===== src/rtl/data_mem_arbiter_if.sv =====
// Data-memory port bundle: the arbiter drives the request side (master),
// the memory answers with read data and a completion strobe (slave).
interface data_mem_arbiter_if;
    logic        req;
    logic        we;
    logic [3:0]  be;
    logic [31:0] addr;
    logic [31:0] wd;
    logic [31:0] rd;
    logic        ready;

    modport master (output req, we, be, addr, wd, input rd, ready);
    modport slave  (input req, we, be, addr, wd, output rd, ready);
endinterface


===== src/rtl/data_mem_arbiter.sv =====
// Shares one data-memory port between the core load/store unit and an external
// master: round-robin arbitration, core stall, byte-lane alignment and load extension.
module data_mem_arbiter #(
    parameter bit EXT_FIXED_PRIO = 1'b0
) (
    input  logic                       clk_i,
    input  logic                       rst_i,
    input  logic                       core_req_i,
    input  logic                       core_we_i,
    input  logic [2:0]                 core_size_i,
    input  logic [31:0]                core_addr_i,
    input  logic [31:0]                core_wd_i,
    output logic [31:0]                core_rd_o,
    output logic                       core_stall_o,
    input  logic                       ext_req_i,
    input  logic                       ext_we_i,
    input  logic [3:0]                 ext_be_i,
    input  logic [31:0]                ext_addr_i,
    input  logic [31:0]                ext_wd_i,
    output logic                       ext_gnt_o,
    output logic                       ext_rvalid_o,
    output logic [31:0]                ext_rd_o,
    data_mem_arbiter_if.master         mem
);

    typedef enum logic [1:0] {
        ST_IDLE      = 2'd0,
        ST_CORE_BUSY = 2'd1,
        ST_EXT_BUSY  = 2'd2
    } state_e;

    state_e      state_r, state_s;
    logic        core_done_r, last_ext_r, ext_rvalid_r;
    logic        grant_core_s, grant_ext_s, core_elig_s, mem_done_s;
    logic        mem_req_r, mem_we_r;
    logic [3:0]  mem_be_r;
    logic [31:0] mem_addr_r, mem_wd_r, core_rd_r, ext_rd_r;
    logic [2:0]  size_r;
    logic [1:0]  off_r;

    function automatic logic [3:0] store_be(input logic we, input logic [2:0] size, input logic [1:0] off);
        if (!we) begin
            store_be = 4'b1111;
        end else begin
            case (size)
                3'd0, 3'd4: store_be = 4'b0001 << off;
                3'd1, 3'd5: store_be = off[1] ? 4'b1100 : 4'b0011;
                default:    store_be = 4'b1111;
            endcase
        end
    endfunction

    function automatic logic [31:0] store_wd(input logic [2:0] size, input logic [31:0] wd);
        case (size)
            3'd0, 3'd4: store_wd = {4{wd[7:0]}};
            3'd1, 3'd5: store_wd = {2{wd[15:0]}};
            default:    store_wd = wd;
        endcase
    endfunction

    function automatic logic [31:0] load_fmt(input logic [2:0] size, input logic [1:0] off, input logic [31:0] rd);
        logic [7:0]  b;
        logic [15:0] h;
        case (off)
            2'd0:    b = rd[7:0];
            2'd1:    b = rd[15:8];
            2'd2:    b = rd[23:16];
            default: b = rd[31:24];
        endcase
        h = off[1] ? rd[31:16] : rd[15:0];
        case (size)
            3'd0:    load_fmt = {{24{b[7]}}, b};
            3'd1:    load_fmt = {{16{h[15]}}, h};
            3'd4:    load_fmt = {24'd0, b};
            3'd5:    load_fmt = {16'd0, h};
            default: load_fmt = rd;
        endcase
    endfunction

    // mem_req_r is high exactly while BUSY, so it also qualifies the ready strobe
    assign core_elig_s = core_req_i & ~core_done_r;
    assign mem_done_s  = mem_req_r & mem.ready;

    // Next-state and grant decision
    always_comb begin
        state_s      = state_r;
        grant_core_s = 1'b0;
        grant_ext_s  = 1'b0;
        case (state_r)
            ST_IDLE: begin
                if (core_elig_s && ext_req_i) begin
                    if (EXT_FIXED_PRIO || !last_ext_r) begin
                        grant_ext_s = 1'b1;
                        state_s     = ST_EXT_BUSY;
                    end else begin
                        grant_core_s = 1'b1;
                        state_s      = ST_CORE_BUSY;
                    end
                end else if (core_elig_s) begin
                    grant_core_s = 1'b1;
                    state_s      = ST_CORE_BUSY;
                end else if (ext_req_i) begin
                    grant_ext_s = 1'b1;
                    state_s     = ST_EXT_BUSY;
                end else begin
                    state_s = ST_IDLE;
                end
            end
            ST_CORE_BUSY, ST_EXT_BUSY: begin
                if (mem_done_s) begin
                    state_s = ST_IDLE;
                end else begin
                    state_s = state_r;
                end
            end
            default: state_s = ST_IDLE;
        endcase
    end

    // FSM state register
    always_ff @(posedge clk_i or negedge rst_i) begin
        if (!rst_i) begin
            state_r <= ST_IDLE;
        end else begin
            state_r <= state_s;
        end
    end

    // Request latching, completion capture and last-grant tracking
    always_ff @(posedge clk_i or negedge rst_i) begin
        if (!rst_i) begin
            mem_req_r    <= 1'b0;
            mem_we_r     <= 1'b0;
            mem_be_r     <= 4'd0;
            mem_addr_r   <= 32'd0;
            mem_wd_r     <= 32'd0;
            size_r       <= 3'd0;
            off_r        <= 2'd0;
            last_ext_r   <= 1'b1;
            core_done_r  <= 1'b0;
            ext_rvalid_r <= 1'b0;
            core_rd_r    <= 32'd0;
            ext_rd_r     <= 32'd0;
        end else begin
            core_done_r  <= mem_done_s && (state_r == ST_CORE_BUSY);
            ext_rvalid_r <= mem_done_s && (state_r == ST_EXT_BUSY);
            if (grant_core_s) begin
                mem_req_r  <= 1'b1;
                mem_we_r   <= core_we_i;
                mem_be_r   <= store_be(core_we_i, core_size_i, core_addr_i[1:0]);
                mem_addr_r <= {core_addr_i[31:2], 2'b00};
                mem_wd_r   <= store_wd(core_size_i, core_wd_i);
                size_r     <= core_size_i;
                off_r      <= core_addr_i[1:0];
                last_ext_r <= 1'b0;
            end else if (grant_ext_s) begin
                mem_req_r  <= 1'b1;
                mem_we_r   <= ext_we_i;
                mem_be_r   <= ext_be_i;
                mem_addr_r <= {ext_addr_i[31:2], 2'b00};
                mem_wd_r   <= ext_wd_i;
                last_ext_r <= 1'b1;
            end else if (mem_done_s) begin
                mem_req_r <= 1'b0;
                if (state_r == ST_CORE_BUSY) begin
                    core_rd_r <= load_fmt(size_r, off_r, mem.rd);
                end else begin
                    ext_rd_r <= mem.rd;
                end
            end else begin
                mem_req_r <= mem_req_r;
            end
        end
    end

    // Stall and grant are combinational by design; forced low while in reset
    assign core_stall_o = core_elig_s & rst_i;
    assign ext_gnt_o    = grant_ext_s & rst_i;
    assign ext_rvalid_o = ext_rvalid_r;
    assign ext_rd_o     = ext_rd_r;
    assign core_rd_o    = core_rd_r;
    assign mem.req      = mem_req_r;
    assign mem.we       = mem_we_r;
    assign mem.be       = mem_be_r;
    assign mem.addr     = mem_addr_r;
    assign mem.wd       = mem_wd_r;

endmodule

===== src/flat_wrapper.sv =====
// flat-port wrapper written by rule: the top's interface ports become plain ports
module data_mem_arbiter_flat 
#(
    parameter bit EXT_FIXED_PRIO = 1'b0
)
  (clk_i, rst_i, core_req_i, core_we_i, core_size_i, core_addr_i, core_wd_i, core_rd_o, core_stall_o, ext_req_i, ext_we_i, ext_be_i, ext_addr_i, ext_wd_i, ext_gnt_o, ext_rvalid_o, ext_rd_o, mem_req, mem_we, mem_be, mem_addr, mem_wd, mem_rd, mem_ready);
  data_mem_arbiter_if mem_i ();
  input  logic clk_i;
  input  logic rst_i;
  input  logic core_req_i;
  input  logic core_we_i;
  input  logic [2:0] core_size_i;
  input  logic [31:0] core_addr_i;
  input  logic [31:0] core_wd_i;
  output logic [31:0] core_rd_o;
  output logic core_stall_o;
  input  logic ext_req_i;
  input  logic ext_we_i;
  input  logic [3:0] ext_be_i;
  input  logic [31:0] ext_addr_i;
  input  logic [31:0] ext_wd_i;
  output logic ext_gnt_o;
  output logic ext_rvalid_o;
  output logic [31:0] ext_rd_o;
  output wire logic [$bits(mem_i.req)-1:0] mem_req;
  output wire logic [$bits(mem_i.we)-1:0] mem_we;
  output wire logic [$bits(mem_i.be)-1:0] mem_be;
  output wire logic [$bits(mem_i.addr)-1:0] mem_addr;
  output wire logic [$bits(mem_i.wd)-1:0] mem_wd;
  input wire logic [$bits(mem_i.rd)-1:0] mem_rd;
  input wire logic [$bits(mem_i.ready)-1:0] mem_ready;
  assign mem_req = mem_i.req;
  assign mem_we = mem_i.we;
  assign mem_be = mem_i.be;
  assign mem_addr = mem_i.addr;
  assign mem_wd = mem_i.wd;
  assign mem_i.rd = mem_rd;
  assign mem_i.ready = mem_ready;
  data_mem_arbiter #(.EXT_FIXED_PRIO(EXT_FIXED_PRIO)) u_core (.clk_i(clk_i), .rst_i(rst_i), .core_req_i(core_req_i), .core_we_i(core_we_i), .core_size_i(core_size_i), .core_addr_i(core_addr_i), .core_wd_i(core_wd_i), .core_rd_o(core_rd_o), .core_stall_o(core_stall_o), .ext_req_i(ext_req_i), .ext_we_i(ext_we_i), .ext_be_i(ext_be_i), .ext_addr_i(ext_addr_i), .ext_wd_i(ext_wd_i), .ext_gnt_o(ext_gnt_o), .ext_rvalid_o(ext_rvalid_o), .ext_rd_o(ext_rd_o), .mem(mem_i));
endmodule

===== config.mk =====
export PLATFORM = sky130hd
export DESIGN_NAME = data_mem_arbiter_flat
export DESIGN_NICKNAME = d
export VERILOG_FILES = /design/src/rtl/data_mem_arbiter_if.sv /design/src/rtl/data_mem_arbiter.sv /design/src/flat_wrapper.sv
export SDC_FILE = /design/constraint.sdc
export NUM_CORES = 1
export LEC_CHECK = 0
export BUFFER_PORTS_ARGS = -buffer_cell sky130_fd_sc_hd__buf_2
export CORE_AREA = 2 2 122 124
export CTS_CLUSTER_SIZE = 20
export DETAILED_ROUTE_END_ITERATION = 10
export DIE_AREA = 0 0 124 126
export GPL_TIMING_DRIVEN = 0
export PLACE_DENSITY = 0.85
export SLEW_MARGIN = 40
export SYNTH_ARGS = -nofsm -noshare
export SYNTH_HDL_FRONTEND = slang
export SYNTH_SLANG_ARGS = --single-unit

===== constraint.sdc =====
create_clock -name clk_i -period 4.5 [get_ports clk_i]
set_clock_uncertainty 0.05 [all_clocks]
set_input_delay 0.225 -clock clk_i [delete_from_list [all_inputs] [get_ports clk_i]]
set_output_delay 0.225 -clock clk_i [all_outputs]
set_load 0.02 [all_outputs]

==> impl_metrics.py <==
metrics = {
    "yosys": {
        "synth_enable_flop_cells": 0,
        "synth_ff_type": "dfrtp_1",
        "async_flop_share_pct": 100,
        "ys_types": 43,
        "yosys_warnings": 0,
        "yosysSeqAreaShare_pct": 52.6,
        "synth_area_mm2": 0.00676,
        "ys_ff_latch": 142,
        "yosysTopAreaCell": "dfrtp_1",
        "syn_inst": 651,
        "ys_top_cells_by_area": "dfrtp_1 (52%), mux2_2 (6.3%), a222oi_1 (4.9%)",
        "synth_area_per_cell_um2": 10.4,
        "netlist.area_leader.share_pct": 52.2,
    },
    "power": {
        "p_per_area_mw_per_mm2": 748,
        "vdd_ir_drop_max_v": 0.000414,
        "power.total_mw": 7.31,
        "leakage_nw": 4.81,
    },
    "final_layout": {
        "layout-drive-gt1-share_pct": 39.7,
        "nets": 1216,
        "mostFrequentLayoutCell": "buf_2",
        "final_cell_mix": "buf_2 (318), dfrtp_1 (141), nand2_1 (71)",
        "syn_to_final_growth_pct": 44.7,
    },
    "detailed_routing": {
        "drt-initial-drc-count": 1041,
        "via_per_inst": 5.97,
        "drc": 0,
        "postRouteAntennaNets": 0,
        "wl_um": 27200,
        "drt_pass1_iterations": 9,
        "wl_per_cell_um": 22.0,
        "vias": 7387,
    },
    "global_routing": {
        "grt_pass1_vias": 7642,
        "grt_overflow": 0,
        "grtUsageMet1_pct": 40.2,
        "grt_use_met3_pct": 8.42,
        "grtUsageTotal_pct": 35.0,
        "busiest_layer": "met2",
        "met2_usage_pct": 56.9,
        "antenna_found_initial": 1,
        "grt_max_degree": 62,
        "grt_pass1_wl_um": 41200,
    },
    "hold_path": {
        "hold_path_end": "u_core.mem.wd[25]$_DFFE_PN0P_",
        "min_path_type": "input pin to flop",
        "min_path_cells": 3,
        "hold_start": "ext_wd_i[25]",
    },
    "sta": {
        "rsz0062_at_grt": "no",
        "setup_violations": 0,
        "fin_tns_setup_ns": 0,
        "post-route-min-period_ns": 2.89,
        "min_period_over_period_pct": 64.2,
        "fmax_mhz": 346,
        "slew_headroom_pct": 56.9,
        "hold_violations": 0,
        "worst_slew_pin_slew_ns": 0.647,
        "maxSlewViolCount": 0,
    },
    "cts": {
        "clock_latency_ns": 0.42,
        "cts_tree": "done",
        "path_clk_slew_ns": 0.07,
        "cts_buffers": 17,
        "cts_setup_buffers": 0,
        "clock_sinks": 142,
        "h-tree-depth": 4,
        "cts_root_buffer": "clkbuf_16",
        "ctsLongestPathBuffers": 2,
    },
    "setup_path": {
        "crit_path_end_kind": "flop",
        "cp.arrival_ns": 3.18,
        "critPathLaunchType": "flop",
        "critPathMaxFanout": 10,
        "ff2ff_setup_slack_ns": 1.61,
        "path_class": "flop to flop",
        "worstPathRequired_ns": 4.79,
        "rr_worst_depth": 9,
        "r2r-end": "u_core.mem.addr[27]$_DFFE_PN0P_",
        "worstReg2RegStart": "u_core.state_r[0]$_DFFE_PN0P_",
    },
    "floorplan": {
        "ios": 311,
        "fp.dieArea_mm2": 0.0156,
        "die_w_um": 124,
        "rows": 44,
        "die_y_um": 126,
        "core_mm2": 0.0143,
        "start_util_pct": 47.2,
    },
    "placed_design": {
        "post-dp-hpwl_um": 17600,
        "place.gp.congestion": 0.889,
        "numPortBuffers": 305,
    },
    "outcome": {
        "status": "finished, final reports clean",
    },
    "job": {
        "cap_violations": 0,
    },
}
## worst max path at each step
stage | from | end | slack, ns | depth (start not counted)
after floorplan | u_core.state_r[0]$_DFFE_PN0P_ | u_core.ext_rd_o[10]$_DFFE_PN0P_ | 2.63 | 8
after global placement | rst_i | ext_gnt_o | 1.05 | 3
after detailed placement | u_core.state_r[1]$_DFFE_PN0P_ | u_core.mem.wd[27]$_DFFE_PN0P_ | 2.22 | 9
after CTS | u_core.state_r[1]$_DFFE_PN0P_ | ext_gnt_o | 1.83 | 8
after global routing | u_core.state_r[1]$_DFFE_PN0P_ | u_core.mem.addr[27]$_DFFE_PN0P_ | 1.50 | 9
final | u_core.state_r[0]$_DFFE_PN0P_ | u_core.mem.addr[27]$_DFFE_PN0P_ | 1.61 | 9
## where the power goes
group	internal [mW]	switching (mW)
combinational	1.34	2.25
sequential	1.90	0.404
clock	0.833	0.585
total	4.07	3.24
## metrics by stage
step | instance area [um^2] | cells | setup slack [ns] | hold WS (ns) | utilization (%)
floorplan | 6760 | 652 | 2.63 | -0.121 | -
global placement | 8520 | 1141 | 1.05 | 0.369 | 59.5
detailed placement | 8580 | 1143 | 2.22 | 0.0392 | 59.9
CTS | 9770 | 1236 | 1.83 | 0.000722 | 68.3
global route | 9780 | 1237 | 1.50 | 0.00893 | 68.3
finish | 9780 | 1237 | 1.61 | 0.00207 | 68.3
## state kept, by name, indices dropped and copies added (netlist names)
signal,flops
u_core.core_done_r,1
u_core.core_rd_o,32
u_core.ext_rd_o,32
u_core.ext_rvalid_o,1
u_core.last_ext_r,1
u_core.mem.addr,30
u_core.mem.be,4
u_core.mem.req,1
u_core.mem.wd,32
u_core.mem.we,1
u_core.off_r,2
u_core.size_r,3
u_core.state_r,2
## synthesized netlist by cell type (14+ instances only)
library cell and n:
a21oi_1 46, clkbuf_1 29, o211ai_1 22, dfrtp_1 141, a222oi_1 33, buf_2 14
nor2_1 26, inv_1 48, nand2_1 71, mux2_2 38, o21ai_0 47, mux2i_1 24
## layout make-up
cell class              instances  area, um^2
clock buffers                  19         443
plain buffers                  54         262
flip-flops and latches        142        3550
multi-input cells             408        2760
inverters                      48         180
well taps                     184         230
diodes                          1        2.50
repair buffers                368        2200
fillers                      1048        4540
clock inverters                13         140
## layer usage
layer | routed length, um | up-vias
li1 | - | 3134
met1 | 9370 | 3453
met2 | 13000 | 629
met3 | 2780 | 171
met4 | 2130 | 0
met5 | 0 | -
## cells by family (layout without fill, tap and decap cells)
kind of cell    Yosys count  after routing  share of synthesized area [%]
mux                      64             64                           10.4
other cells               1              3                         0.0555
flops                   142            142                           52.6
simple gates            130            130                           8.59
compound gates          209            209                           21.2
fa+ha+maj                 3              3                          0.556
buf+inv                 102            502                           6.54
## critical path: stages (launching register included)
cell and delay (ns):
dfrtp_1 0.38, inv_1 0.10, ha_1 0.16, buf_2 0.18, and3_1 0.16, clkbuf_1 0.34
clkbuf_1 0.48, a222oi_1 0.16, dlygate4sd3_1 0.63, inv_1 0.16
## repair_timing
item / CTS / global route
endpoints found under the hold margin: 180 / 0
hold buffers: 61 / 0
gates resized for setup: 0 / 0
(Power assumes the default switching activity.)
